### src/rtl/hprb_sink_pkg.sv
// Shared sizes for the probe message channel and the probe sink.
package hprb_sink_pkg;

  localparam int NS_ADDRESS_SIZE = 8;
  localparam int NS_DATA_SIZE    = 16;
  localparam int NS_REDUN_SIZE   = 4;
  localparam int NS_ACK_CKS      = 3;
  localparam int SEQ_W           = 4;

endpackage

### src/rtl/hprb_sink_if.sv
// Four-phase req/ack probe message channel.
interface hprb_sink_if #(
  parameter int ASZ = 8,
  parameter int DSZ = 16,
  parameter int RSZ = 4
);
  logic [ASZ-1:0] src;
  logic [ASZ-1:0] dst;
  logic [DSZ-1:0] dat;
  logic [RSZ-1:0] red;
  logic           req;
  logic           ack;

  modport master (output src, dst, dat, red, req, input ack);
  modport slave  (input src, dst, dat, red, req, output ack);
endinterface

### src/rtl/calc_redun.sv
// Channel redundancy: bit i of {src,dst,dat} (LSB = bit 0) is folded into red[i mod RSZ].
module calc_redun #(
  parameter int ASZ = 8,
  parameter int DSZ = 16,
  parameter int RSZ = 4
) (
  input  logic [ASZ-1:0] src,
  input  logic [ASZ-1:0] dst,
  input  logic [DSZ-1:0] dat,
  output logic [RSZ-1:0] red
);
  localparam int W = 2 * ASZ + DSZ;

  logic [W-1:0] flat;

  assign flat = {src, dst, dat};

  always_comb begin
    red = '0;
    for (int i = 0; i < W; i++) begin
      red[i % RSZ] = red[i % RSZ] ^ flat[i];
    end
  end
endmodule

### src/rtl/hprb_sink_debounce.sv
// Single-bit debouncer: q takes the value of d once d has differed from q for CKS consecutive clocks.
module ns_debounce #(
  parameter int CKS = 1
) (
  input  logic clk,
  input  logic rst_n,
  input  logic d,
  output logic q
);
  localparam int CW = (CKS > 1) ? $clog2(CKS) : 1;
  localparam logic [CW-1:0] LOAD = CW'(CKS - 1);

  logic [CW-1:0] cnt;

  always_ff @(posedge clk or negedge rst_n) begin
    if (!rst_n) begin
      q   <= 1'b0;
      cnt <= LOAD;
    end else if (d == q) begin
      cnt <= LOAD;
    end else if (cnt == '0) begin
      q   <= d;
      cnt <= LOAD;
    end else begin
      cnt <= cnt - 1'b1;
    end
  end
endmodule

### src/rtl/hprb_sink.sv
// Probe sink: accepts probe messages, checks redundancy/address/sequence, keeps sticky flags and counters.
//   state    | meaning
//   INIT     | one clock after reset, clears datapath state
//   IDLE     | waiting for debounced req, latches channel fields
//   CHECK    | evaluates checks on latched fields, updates flags/counters
//   ACK      | ack register rises on leaving this state
//   WAIT_REL | ack held until debounced req falls
module hprb_sink
  import hprb_sink_pkg::*;
#(
  parameter int ASZ     = NS_ADDRESS_SIZE,
  parameter int DSZ     = NS_DATA_SIZE,
  parameter int RSZ     = NS_REDUN_SIZE,
  parameter int REQ_CKS = NS_ACK_CKS,
  parameter logic [ASZ-1:0] MY_LOCAL_ADDR = '0,
  parameter logic [ASZ-1:0] PRB_SRC_ADDR  = '0
) (
  input  logic            gch_clk,
  input  logic            gch_reset,
  output logic            gch_ready,
  hprb_sink_if.slave      rcv0,
  output logic            err_red,
  output logic            err_adr,
  output logic            err_seq,
  output logic [15:0]     msg_cnt,
  output logic [7:0]      err_cnt,
  output logic [DSZ-1:0]  last_dat
);
  typedef enum logic [2:0] {
    ST_INIT,
    ST_IDLE,
    ST_CHECK,
    ST_ACK,
    ST_WAIT_REL
  } state_t;

  state_t state, state_nxt;

  logic             req_ckd;
  logic [ASZ-1:0]   src_q, dst_q;
  logic [DSZ-1:0]   dat_q;
  logic [RSZ-1:0]   red_q, red_calc;
  logic             synced;
  logic [SEQ_W-1:0] exp_seq;
  logic             ack_q;
  logic             red_bad, adr_bad, seq_bad, any_err;

  ns_debounce #(.CKS(REQ_CKS)) u_req_deb (
    .clk   (gch_clk),
    .rst_n (gch_reset),
    .d     (rcv0.req),
    .q     (req_ckd)
  );

  calc_redun #(.ASZ(ASZ), .DSZ(DSZ), .RSZ(RSZ)) u_redun (
    .src (src_q),
    .dst (dst_q),
    .dat (dat_q),
    .red (red_calc)
  );

  always_comb begin
    state_nxt = state;
    case (state)
      ST_INIT:     state_nxt = ST_IDLE;
      ST_IDLE:     if (req_ckd) state_nxt = ST_CHECK;
      ST_CHECK:    state_nxt = ST_ACK;
      ST_ACK:      state_nxt = ST_WAIT_REL;
      ST_WAIT_REL: if (!req_ckd) state_nxt = ST_IDLE;
      default:     state_nxt = ST_INIT;
    endcase
  end

  assign red_bad = (red_calc != red_q);
  assign adr_bad = (dst_q != MY_LOCAL_ADDR) || (src_q != PRB_SRC_ADDR);
  assign seq_bad = synced && (dat_q[SEQ_W-1:0] != exp_seq);
  assign any_err = red_bad || adr_bad || seq_bad;

  always_ff @(posedge gch_clk or negedge gch_reset) begin
    if (!gch_reset) begin
      state     <= ST_INIT;
      gch_ready <= 1'b0;
      ack_q     <= 1'b0;
      src_q     <= '0;
      dst_q     <= '0;
      dat_q     <= '0;
      red_q     <= '0;
      synced    <= 1'b0;
      exp_seq   <= '0;
      err_red   <= 1'b0;
      err_adr   <= 1'b0;
      err_seq   <= 1'b0;
      msg_cnt   <= '0;
      err_cnt   <= '0;
      last_dat  <= '0;
    end else begin
      state     <= state_nxt;
      gch_ready <= (state != ST_INIT);
      // ack is registered so it rises on entry to WAIT_REL and falls on leaving it
      ack_q     <= (state_nxt == ST_WAIT_REL);
      case (state)
        ST_INIT: begin
          synced   <= 1'b0;
          exp_seq  <= '0;
          err_red  <= 1'b0;
          err_adr  <= 1'b0;
          err_seq  <= 1'b0;
          msg_cnt  <= '0;
          err_cnt  <= '0;
          last_dat <= '0;
        end
        ST_IDLE: begin
          if (req_ckd) begin
            src_q <= rcv0.src;
            dst_q <= rcv0.dst;
            dat_q <= rcv0.dat;
            red_q <= rcv0.red;
          end
        end
        ST_CHECK: begin
          if (red_bad) err_red <= 1'b1;
          if (adr_bad) err_adr <= 1'b1;
          if (seq_bad) err_seq <= 1'b1;
          synced   <= 1'b1;
          exp_seq  <= dat_q[SEQ_W-1:0] + 1'b1;
          last_dat <= dat_q;
          if (msg_cnt != 16'hFFFF) msg_cnt <= msg_cnt + 16'd1;
          if (any_err && (err_cnt != 8'hFF)) err_cnt <= err_cnt + 8'd1;
        end
        default: ;
      endcase
    end
  end

  assign rcv0.ack = ack_q;
endmodule

### src/flat_wrapper.sv
// flat-port wrapper written by rule: the top's interface ports become plain ports
module hprb_sink_flat import hprb_sink_pkg::*;
#(
  parameter int ASZ     = NS_ADDRESS_SIZE,
  parameter int DSZ     = NS_DATA_SIZE,
  parameter int RSZ     = NS_REDUN_SIZE,
  parameter int REQ_CKS = NS_ACK_CKS,
  parameter logic [ASZ-1:0] MY_LOCAL_ADDR = '0,
  parameter logic [ASZ-1:0] PRB_SRC_ADDR  = '0
)
  (gch_clk, gch_reset, gch_ready, err_red, err_adr, err_seq, msg_cnt, err_cnt, last_dat, rcv0_src, rcv0_dst, rcv0_dat, rcv0_red, rcv0_req, rcv0_ack);
  hprb_sink_if #(.ASZ(ASZ), .DSZ(DSZ), .RSZ(RSZ)) rcv0_i ();
  input  logic gch_clk;
  input  logic gch_reset;
  output logic gch_ready;
  output logic err_red;
  output logic err_adr;
  output logic err_seq;
  output logic [15:0] msg_cnt;
  output logic [7:0] err_cnt;
  output logic [DSZ-1:0] last_dat;
  input wire logic [$bits(rcv0_i.src)-1:0] rcv0_src;
  input wire logic [$bits(rcv0_i.dst)-1:0] rcv0_dst;
  input wire logic [$bits(rcv0_i.dat)-1:0] rcv0_dat;
  input wire logic [$bits(rcv0_i.red)-1:0] rcv0_red;
  input wire logic [$bits(rcv0_i.req)-1:0] rcv0_req;
  output wire logic [$bits(rcv0_i.ack)-1:0] rcv0_ack;
  assign rcv0_i.src = rcv0_src;
  assign rcv0_i.dst = rcv0_dst;
  assign rcv0_i.dat = rcv0_dat;
  assign rcv0_i.red = rcv0_red;
  assign rcv0_i.req = rcv0_req;
  assign rcv0_ack = rcv0_i.ack;
  hprb_sink #(.ASZ(ASZ), .DSZ(DSZ), .RSZ(RSZ), .REQ_CKS(REQ_CKS), .MY_LOCAL_ADDR(MY_LOCAL_ADDR), .PRB_SRC_ADDR(PRB_SRC_ADDR)) u_core (.gch_clk(gch_clk), .gch_reset(gch_reset), .gch_ready(gch_ready), .rcv0(rcv0_i), .err_red(err_red), .err_adr(err_adr), .err_seq(err_seq), .msg_cnt(msg_cnt), .err_cnt(err_cnt), .last_dat(last_dat));
endmodule
### config.mk
export PLATFORM = sky130hd
export DESIGN_NAME = hprb_sink_flat
export DESIGN_NICKNAME = d
export VERILOG_FILES = /design/src/rtl/hprb_sink_pkg.sv /design/src/rtl/hprb_sink_if.sv /design/src/rtl/calc_redun.sv /design/src/rtl/hprb_sink_debounce.sv /design/src/rtl/hprb_sink.sv /design/src/flat_wrapper.sv
export SDC_FILE = /design/constraint.sdc
export NUM_CORES = 1
export LEC_CHECK = 0
export ABC_CLOCK_PERIOD_IN_PS = 2800
export CAP_MARGIN = 15
export CELL_PAD_IN_SITES_DETAIL_PLACEMENT = 0
export CELL_PAD_IN_SITES_GLOBAL_PLACEMENT = 1
export CORE_ASPECT_RATIO = 0.75
export CORE_UTILIZATION = 38
export DETAILED_ROUTE_END_ITERATION = 10
export PLACE_DENSITY_LB_ADDON = 0.1
export SKIP_CTS_REPAIR_TIMING = 1
export SLEW_MARGIN = 20
export SYNTH_ARGS = -nofsm -noshare
export SYNTH_HDL_FRONTEND = slang
export SYNTH_SLANG_ARGS = --single-unit
export TNS_END_PERCENT = 30
### constraint.sdc
create_clock -name gch_clk -period 2.8 [get_ports gch_clk]
set_input_delay 0.7 -clock gch_clk [delete_from_list [all_inputs] [get_ports gch_clk]]
set_output_delay 0.7 -clock gch_clk [all_outputs]
set_load 0.05 [all_outputs]
==> qor.yml, run 1 <==
grt_pass1_vias: 3112
antenna_cells: 0
crit_arrival_ps: 1630
ys_ff_latch: 92
grt_max_degree: 48
dp.cells: 604
antenna_found_initial: 0
tightestPinTransition_ps: 591
period_share_pct: 83.2
grt_setup_unrepaired: "no"
end_kind: "output pin"
worstReg2RegStart: "u_core.dat_q[1]$_DFFE_PN0P_"
syn_nets: 429
slew_violations: 0
seqCellArea_um2: 2300
stdcell_area_um2: 5640
fillCellCount: 991
grt_pass1_wl_mm: 16.6
clockBufferDepth: 2
violations: "DRC"
die_area_um2: 11700
die_x_um: 125
peakVddDrop_mv: 0.692
crit_cells: 1
leakage_nw: 2.53
rows: 33
cts.clk_slew.worst_paths_ps: 60
gp_congestion: 0.735
nNetsFinal: 519
coreArea_um2: 11000
grt_usage_pct: 18.7
pin_count: 84
routedWlPerCell_um: 16.0
ys_seq_area_share_pct: 53.6
cts_sinks: 92
critPathRequiredTime_ps: 2100
hold_viol_final: 0
slew_headroom_pct: 60.6
ys_types: 40
drt_iter0_markers: 84
slowest_stage: "clkdlybuf4s50_1"
start_util_pct: 39.1
cts_tree: "done"
crit_type: "register to output pin"
powerDensity_nw_per_um2: 1240
run_status: "finished, violations left"
overflow: 0
synthToLayoutAreaGrowth_pct: 31.4
first_pass_iters: 7
clock.fmax_mhz: 429
place_area_um2: 5350
finalSetupViolCount: 0
syn_area_per_cell_um2: 11.2
ant_nets: 0
syn-cell-area_um2: 4300
hpwl_mm: 7.06
drt-vias-per-instance: 4.99
max_cap_violations: 0
htree_levels: 3
cts_made_buffers: 9
insertion_delay_ps: 340
cp_cell_sequence: "clkdlybuf4s50_1"
vias: 3095
hold_class: "primary input to asynchronous set/reset pin"
path_buf_inv: 1
multiInputGateArea_um2: 1920
drc: 6
fin_crit_ps: 2330
final.setup.tns_ps: 0
io_buffer_count: 83
ff2ff_path_depth: 6
cp_max_fo: 6
fin_cells: 620
drt-total-wl_mm: 9.89
syn_inst: 385
cp-start-kind: "register"
skew_ps: 7.84
startpoint: "u_core.msg_cnt[7]$_DFFE_PN0P_"
ys_warn_count: 0
cts_root_buffer: "clkbuf_16"
die_y_um: 94.1
drive_above_1_share_pct: 14.2
max_stage_delay_ps: 840
crit_family: "buffers and inverters"
## sequential cells by signal, indices dropped and copies added (netlist names)
| name | count |
|---|---|
| u_core.err_adr | 1 |
| u_core.synced | 1 |
| u_core.dst_q | 8 |
| u_core.red_q | 4 |
| u_core.rcv0.ack | 1 |
| u_core.dat_q | 16 |
| u_core.u_req_deb.cnt | 2 |
| u_core.last_dat | 16 |
| u_core.state | 3 |
| u_core.gch_ready | 1 |
| u_core.u_req_deb.q | 1 |
| u_core.exp_seq | 4 |
| u_core.err_red | 1 |
| u_core.msg_cnt | 16 |
| u_core.src_q | 8 |
| u_core.err_cnt | 8 |
| u_core.err_seq | 1 |
## cell usage in the layout, fill, tap and decap left out, types with 2 or more instances in the layout
master / count
or3_1: 6
clkdlybuf4s50_1: 82
mux2_2: 37
and3_1: 10
xor2_1: 18
clkbuf_16: 9
clkbuf_8: 2
xnor2_1: 22
nand3_1: 26
xnor3_1: 4
nor2_1: 16
a21oi_1: 9
o21ai_0: 9
nor3_1: 2
nor4_1: 4
ha_1: 5
buf_4: 13
mux2i_1: 8
inv_1: 6
and2_1: 2
o211ai_1: 6
dfrtp_1: 91
nand4_1: 3
nand3b_1: 2
nand2_1: 59
a31oi_1: 2
clkbuf_1: 4
nand2b_1: 3
and4_1: 4
or2_2: 2
## synth_stat cells
| cell type | count | area share (%) |
|---|---|---|
| clkinv_1 | 1 | 0.087 |
| nand4_2 | 1 | 0.29 |
| or2_2 | 2 | 0.29 |
| nor4_1 | 4 | 0.58 |
| nand4_1 | 3 | 0.44 |
| o21ai_0 | 9 | 1.0 |
| dfstp_2 | 1 | 0.61 |
| or3_1 | 6 | 0.87 |
| nand3_1 | 26 | 3.0 |
| o41a_1 | 1 | 0.26 |
| nor4bb_1 | 1 | 0.23 |
| nand2b_1 | 3 | 0.44 |
| xnor2_1 | 22 | 4.5 |
| nor3_1 | 2 | 0.23 |
| inv_1 | 6 | 0.52 |
| o41ai_1 | 1 | 0.20 |
| and3_1 | 10 | 1.5 |
| clkbuf_1 | 13 | 1.1 |
| mux2i_1 | 8 | 1.9 |
| o311ai_1 | 1 | 0.20 |
| a22o_1 | 1 | 0.20 |
| a21oi_1 | 9 | 1.0 |
| mux2_2 | 37 | 9.7 |
| and4_1 | 4 | 0.82 |
| nor2_1 | 17 | 1.5 |
| o21ai_1 | 1 | 0.12 |
| and4b_1 | 1 | 0.23 |
| nand4bb_1 | 1 | 0.26 |
| o31ai_1 | 1 | 0.17 |
| nand3b_1 | 2 | 0.35 |
| buf_1 | 2 | 0.17 |
| xnor3_1 | 4 | 2.1 |
| and2_1 | 2 | 0.29 |
| dfrtp_1 | 91 | 53 |
| buf_2 | 1 | 0.12 |
| o211ai_1 | 6 | 1.0 |
| a31oi_1 | 2 | 0.29 |
| xor2_1 | 18 | 3.7 |
| nand2_1 | 59 | 5.2 |
| ha_1 | 5 | 1.5 |
## cell families after synthesis
kind of cell	share of synthesized area, %
and+or+nand+nor	16.5
AOI/OAI and AO/OA	4.60
adders and majority gates	1.46
xor gates and xnor gates	10.3
muxes	11.6
buffers and inverters	2.04
DFF	53.6
## stage by stage
| step | hold slack (ps) | setup slack (ps) | power, mW | utilization (%) |
|---|---|---|---|---|
| floorplan | 404 | 610 | 4.80 | - |
| finish | 364 | 471 | 6.98 | 51.4 |
| CTS | 391 | 467 | 7.07 | 51.4 |
| global placement | 450 | 645 | 5.77 | 48.7 |
| global route | 423 | 426 | 7.48 | 51.4 |
| detailed placement | 459 | 628 | 5.80 | 48.7 |
## where the power goes
group	switching [mW]	leakage, nW	internal, mW
logic	1.83	1.21	1.59
registers	0.478	1.17	1.84
clock network	0.489	0.144	0.743
## metal layers
layer | routed length [um] | vias to the layer above | global-route usage [%]
met2 | 4290 | 57 | 28.5
met3 | 410 | 8 | 5.01
met1 | 5080 | 1513 | 26.1
met5 | 0 | - | 0
met4 | 106 | 0 | 5.25
li1 | - | 1517 | -
## final timing paths
| path | end | slack, ps |
|---|---|---|
| worst min-delay path | u_core.src_q[3]$_DFFE_PN0P_ | 360 |
| worst min register to register | u_core.last_dat[2]$_DFFE_PN0P_ | 470 |
| max in group asynchronous | u_core.last_dat[4]$_DFFE_PN0P_ | 1800 |
| worst max register to register | u_core.err_cnt[1]$_DFFE_PN0P_ | 610 |
| min in group gch_clk | u_core.last_dat[2]$_DFFE_PN0P_ | 470 |
| worst max-delay path | msg_cnt[7] | 470 |
## layout make-up
| class | count | area share [%] |
|---|---|---|
| flip-flops and latches | 92 | 40.8 |
| multi-input cells | 270 | 34.1 |
| repair buffers | 95 | 16.3 |
| clock buffers | 15 | 4.75 |
| well taps | 140 | 3.10 |
| clock inverters | 1 | 0.532 |
| inverters | 7 | 0.466 |
(Power assumes the default switching activity.)
==> inputs of run 2 (changes only) <==
- ABC_CLOCK_PERIOD_IN_PS: 2800 -> 2300
- clock period: 2.8 -> 2.3 ns (I/O delays scaled with it)
==> qor.yml, run 2 (same netlist as run 1, synthesis figures left out) <==
hold_viol_final: 0  # unchanged
cts.clk_slew.worst_paths_ps: 70  # was 60 ps
grt_pass1_vias: 3267  # was 3,112
drt_iter0_markers: 131  # was 84
final_common_cell: "dfrtp_1"  # unchanged
die_x_um: 125  # unchanged
critPathRequiredTime_ps: 1730  # was 2100 ps
grt_use_met3_pct: 4.38  # was 5.01%
cp_max_fo: 6  # unchanged
cts_tree: "done"  # unchanged
nNetsFinal: 522  # was 519
endpoint: "msg_cnt[7]"  # unchanged
first_pass_iters: 7  # unchanged
antenna_cells: 0  # unchanged
leakage_nw: 2.56  # was 2.53 nW
max_stage_delay_ps: 840  # about the same
finalSetupViolCount: 0  # unchanged
synthToLayoutAreaGrowth_pct: 33.6  # was 31.4%
crit_type: "register to output pin"  # unchanged
cp_cell_sequence: "clkdlybuf4s50_1"  # unchanged
htree_levels: 3  # unchanged
fillCellCount: 971  # was 991
fin_crit_ps: 2220
slowest_stage: "clkdlybuf4s50_1"  # unchanged
cp-start-kind: "register"  # unchanged
cts_made_buffers: 9  # unchanged
max_cap_violations: 0  # unchanged
end_kind: "output pin"  # unchanged
peakVddDrop_mv: 0.860  # was 0.692 mV
crit_cells: 1  # unchanged
pin_count: 84  # unchanged
drive_above_1_share_pct: 15.5  # was 14.2%
crit_family: "buffers and inverters"  # unchanged
r2r_setup_slack_ps: 140  # was 610 ps
routedWlPerCell_um: 15.5  # was 16.0 um
clock.fmax_mhz: 450
worstReg2RegStart: "u_core.src_q[6]$_DFFE_PN0P_"  # was u_core.dat_q[1]$_DFFE_PN0P_
final.setup.tns_ps: 0  # unchanged
hpwl_mm: 6.94  # was 7.06 mm
violations: "DRC"  # unchanged
p_total_mw: 8.87  # was 6.98 mW
clockBufferDepth: 2  # unchanged
largestRegisters: "u_core.dat_q: 16 flops, u_core.last_dat: 16 flops, u_core.msg_cnt: 16 flops"  # unchanged
cts_root_buffer: "clkbuf_16"  # unchanged
slew_headroom_pct: 63.2  # was 60.6%
drt-total-wl_mm: 9.68  # was 9.89 mm
r2r-end: "u_core.err_cnt[6]$_DFFE_PN0P_"  # was u_core.err_cnt[1]$_DFFE_PN0P_
grt_max_degree: 43  # was 48
gp_congestion: 0.724  # was 0.735
ff2ff_path_depth: 6  # unchanged
drc: 7  # was 6
period_share_pct: 96.6
drt-vias-per-instance: 4.97  # was 4.99
io_buffer_count: 83  # unchanged
vias: 3097  # was 3,095
final_cell_mix: "dfrtp_1, clkdlybuf4s50_1, nand2_1"  # unchanged
startpoint: "u_core.msg_cnt[7]$_DFFE_PN0P_"  # unchanged
grt_pass1_wl_mm: 16.7  # was 16.6 mm
die_y_um: 94.1  # unchanged
cts_sinks: 92  # unchanged
start_util_pct: 39.1  # unchanged
run_status: "finished, violations left"  # unchanged
grt_usage_pct: 18.6  # was 18.7%
antenna_found_initial: 0  # unchanged
ant_nets: 0  # unchanged
powerDensity_nw_per_um2: 1550  # was 1240 nW/um2
tightestPinTransition_ps: 551  # was 591 ps
crit_arrival_ps: 1650  # was 1630 ps
path_buf_inv: 1  # unchanged
grt_setup_unrepaired: "no"  # unchanged
coreArea_um2: 11000  # unchanged
skew_ps: 5.36  # was 7.84 ps
grt_util_met1_pct: 26.4  # was 26.1%
grtUsageMet2_pct: 28.1  # was 28.5%
overflow: 0  # unchanged
die_area_um2: 11700  # unchanged
hold_class: "primary input to asynchronous set/reset pin"  # unchanged
insertion_delay_ps: 340  # about the same
slew_violations: 0  # unchanged
top_usage_layer: "met2"  # unchanged
rows: 33  # unchanged
run 2: power breakdown:
| group | internal, mW | leakage, nW | switching [mW] |
|---|---|---|---|
| Combinational | 2.05 | 1.23 | 2.39 |
| Clock | 0.993 | 0.161 | 0.645 |
| Sequential | 2.24 | 1.17 | 0.548 |
| Total | 5.29 | 2.56 | 3.58 |
run 2: area by class of cell:
cell class / count / area [um2] / share of cell area [%]
multi-input combinational: 270 / 1930 / 33.7
tap: 140 / 175 / 3.05
timing repair buffer: 98 / 966 / 16.8
sequential: 92 / 2300 / 40.2
clock buffer: 10 / 239 / 4.17
inverter: 7 / 26.3 / 0.458
clock inverter: 6 / 96.3 / 1.68
run 2: worst min path at each step:
stage	endpoint	startpoint	depth (start not counted)	slack [ps]
finish	u_core.src_q[3]$_DFFE_PN0P_	gch_reset	1	160
global route	u_core.last_dat[1]$_DFFE_PN0P_	gch_reset	1	180
CTS	u_core.dst_q[7]$_DFFE_PN0P_	gch_reset	1	160
detailed placement	u_core.last_dat[5]$_DFFE_PN0P_	u_core.last_dat[5]$_DFFE_PN0P_	2	460
global placement	u_core.last_dat[15]$_DFFE_PN0P_	u_core.last_dat[15]$_DFFE_PN0P_	2	450
floorplan	u_core.dat_q[0]$_DFFE_PN0P_	gch_reset	0	280
run 2: routing by layer:
layer  vias to the layer above  share of wire (%)
met1                      1518                 52
met2                        54                 44
met4                         0               0.96
met5                         -                  0
li1                       1516                  -
met3                         9                3.6
run 2: metrics by stage:
stage | std cells | util, % | worst slack, ps | hold slack, ps | area, um2
after floorplan | 385 | - | 110 | 279 | 4300
after global placement | 607 | 49.1 | 164 | 452 | 5390
after detailed placement | 607 | 49.1 | 129 | 460 | 5390
after CTS | 623 | 52.2 | 72.4 | 161 | 5730
after global routing | 623 | 52.2 | 5.99 | 175 | 5740
final | 623 | 52.2 | 77.8 | 156 | 5740
==> inputs of run 3 (changes only) <==
- ABC_CLOCK_PERIOD_IN_PS: 2300 -> 2400
- CORE_MARGIN: not set -> 1
- clock period: 2.3 -> 2.4 ns (I/O delays scaled with it)
==> qor.yml, run 3 (same netlist as run 1, synthesis figures left out) <==
run_status: "finished, violations left"  # unchanged
violations: "DRC"  # unchanged
ant_nets: 0  # unchanged
nNetsFinal: 519  # was 522
r2r_setup_slack_ps: 200  # was 140 ps
r2r-end: "u_core.err_cnt[6]$_DFFE_PN0P_"  # unchanged
powerDensity_nw_per_um2: 1460  # was 1550 nW/um2
grtUsageMet2_pct: 27.7  # was 28.1%
dp.cells: 604  # was 607
max_stage_delay_ps: 850  # was 840 ps
place_area_um2: 5370  # was 5390 um2
fin_cells: 620  # was 623
final_common_cell: "dfrtp_1"  # unchanged
fin_crit_ps: 2240
cp_cell_sequence: "clkdlybuf4s50_1"  # unchanged
grt_max_degree: 41  # was 43
final_cell_mix: "dfrtp_1, clkdlybuf4s50_1, nand2_1"  # unchanged
leakage_nw: 2.55  # was 2.56 nW
max_cap_violations: 0  # unchanged
slowest_stage: "clkdlybuf4s50_1"  # unchanged
cts_tree: "done"  # unchanged
crit_type: "register to output pin"  # unchanged
drt-vias-per-instance: 5.01  # was 4.97
grt_pass1_vias: 3173  # was 3,267
grt_pass1_wl_mm: 16.3  # was 16.7 mm
rows: 33  # unchanged
htree_levels: 3  # unchanged
overflow: 0  # unchanged
cts.clk_slew.worst_paths_ps: 60  # was 70 ps
largestRegisters: "u_core.dat_q: 16 flops, u_core.last_dat: 16 flops, u_core.msg_cnt: 16 flops"  # unchanged
antenna_found_initial: 0  # unchanged
timing.hold.ws_ps: 253  # was 156 ps
fin_ws_ps: 162  # was 77.8 ps
hpwl_mm: 6.86  # was 6.94 mm
cp-start-kind: "register"  # unchanged
crit_arrival_ps: 1640  # was 1650 ps
clock.fmax_mhz: 447
peakVddDrop_mv: 0.772  # was 0.860 mV
grt_setup_unrepaired: "no"  # unchanged
ff2ff_path_depth: 6  # unchanged
slew_violations: 0  # unchanged
coreArea_um2: 11000  # unchanged
cp_max_fo: 6  # unchanged
grt_use_met3_pct: 5.69  # was 4.38%
top_usage_layer: "met2"  # unchanged
cts_sinks: 92  # unchanged
hold_class: "primary input to asynchronous set/reset pin"  # unchanged
drt_iter0_markers: 175  # was 131
die_area_um2: 11700  # unchanged
cts_root_buffer: "clkbuf_16"  # unchanged
gp_congestion: 0.728  # was 0.724
end_kind: "output pin"  # unchanged
utilization_pct: 52.0  # was 52.2%
hold_viol_final: 0  # unchanged
io_buffer_count: 83  # unchanged
finalSetupViolCount: 0  # unchanged
routedWlPerCell_um: 15.8  # was 15.5 um
first_pass_iters: 7  # unchanged
skew_ps: 6.20  # was 5.36 ps
worstReg2RegStart: "u_core.dat_q[15]$_DFFE_PN0P_"  # was u_core.src_q[6]$_DFFE_PN0P_
die_x_um: 125  # unchanged
drt-total-wl_mm: 9.77  # was 9.68 mm
preCtsSetupSlack_ps: 184  # was 129 ps
p_total_mw: 8.34  # was 8.87 mW
grt_util_met1_pct: 25.5  # was 26.4%
slew_headroom_pct: 62.4  # was 63.2%
insertion_delay_ps: 340  # about the same
clockBufferDepth: 2  # unchanged
grt_usage_pct: 18.2  # was 18.6%
vias: 3106  # was 3,097
start_util_pct: 39.1  # unchanged
drc: 7  # unchanged
die_y_um: 94.1  # unchanged
tightestPinTransition_ps: 564  # was 551 ps
drive_above_1_share_pct: 15.0  # was 15.5%
critPathRequiredTime_ps: 1800  # was 1730 ps
path_buf_inv: 1  # unchanged
period_share_pct: 93.3
synthToLayoutAreaGrowth_pct: 32.9  # was 33.6%
pin_count: 84  # unchanged
cts_made_buffers: 9  # unchanged
crit_family: "buffers and inverters"  # unchanged
startpoint: "u_core.msg_cnt[7]$_DFFE_PN0P_"  # unchanged
stdcell_area_um2: 5710  # was 5740 um2
antenna_cells: 0  # unchanged
final.setup.tns_ps: 0  # unchanged
==> run 3: changes by cell type in the layout (fill, tap and decap cells not counted), sizes merged <==
| cell | before | now |
|---|---|---|
| buf | 16 | 13 |
| bufinv | 2 | 3 |
| clkbuf | 10 | 9 |
| clkinvlp | 1 | 2 |
| inv | 7 | 6 |
==> run 3: how the worst max path moves through the flow <==
stage / cells after the start / slack (ps) / to
final: 1 / 160 / msg_cnt[7]
after CTS: 1 / 150 / msg_cnt[7]
after detailed placement: 6 / 180 / u_core.err_cnt[6]$_DFFE_PN0P_
after global placement: 6 / 230 / u_core.err_cnt[6]$_DFFE_PN0P_
after global routing: 6 / 50 / u_core.err_cnt[6]$_DFFE_PN0P_
after floorplan: 7 / 210 / u_core.msg_cnt[15]$_DFFE_PN0P_
==> run 3: final cells by class <==
type / count / area [um2]
Fill cell: 1019 / 5270
Clock buffer: 9 / 225
Clock inverter: 7 / 115
Sequential cell: 92 / 2300
Tap cell: 140 / 175
Inverter: 7 / 26.3
Timing Repair Buffer: 95 / 943
Multi-Input combinational cell: 270 / 1920
==> run 3: routing by layer <==
layer | part of all wire (%) | up-vias
met5 | 0 | -
met4 | 0.34 | 0
met3 | 4.2 | 2
met2 | 45 | 54
met1 | 51 | 1538
li1 | - | 1512
==> run 3: where the power goes <==
group,internal (mW),switching [mW]
clock,1.01,0.604
sequential,2.15,0.552
combinational,1.88,2.14
total,5.05,3.29
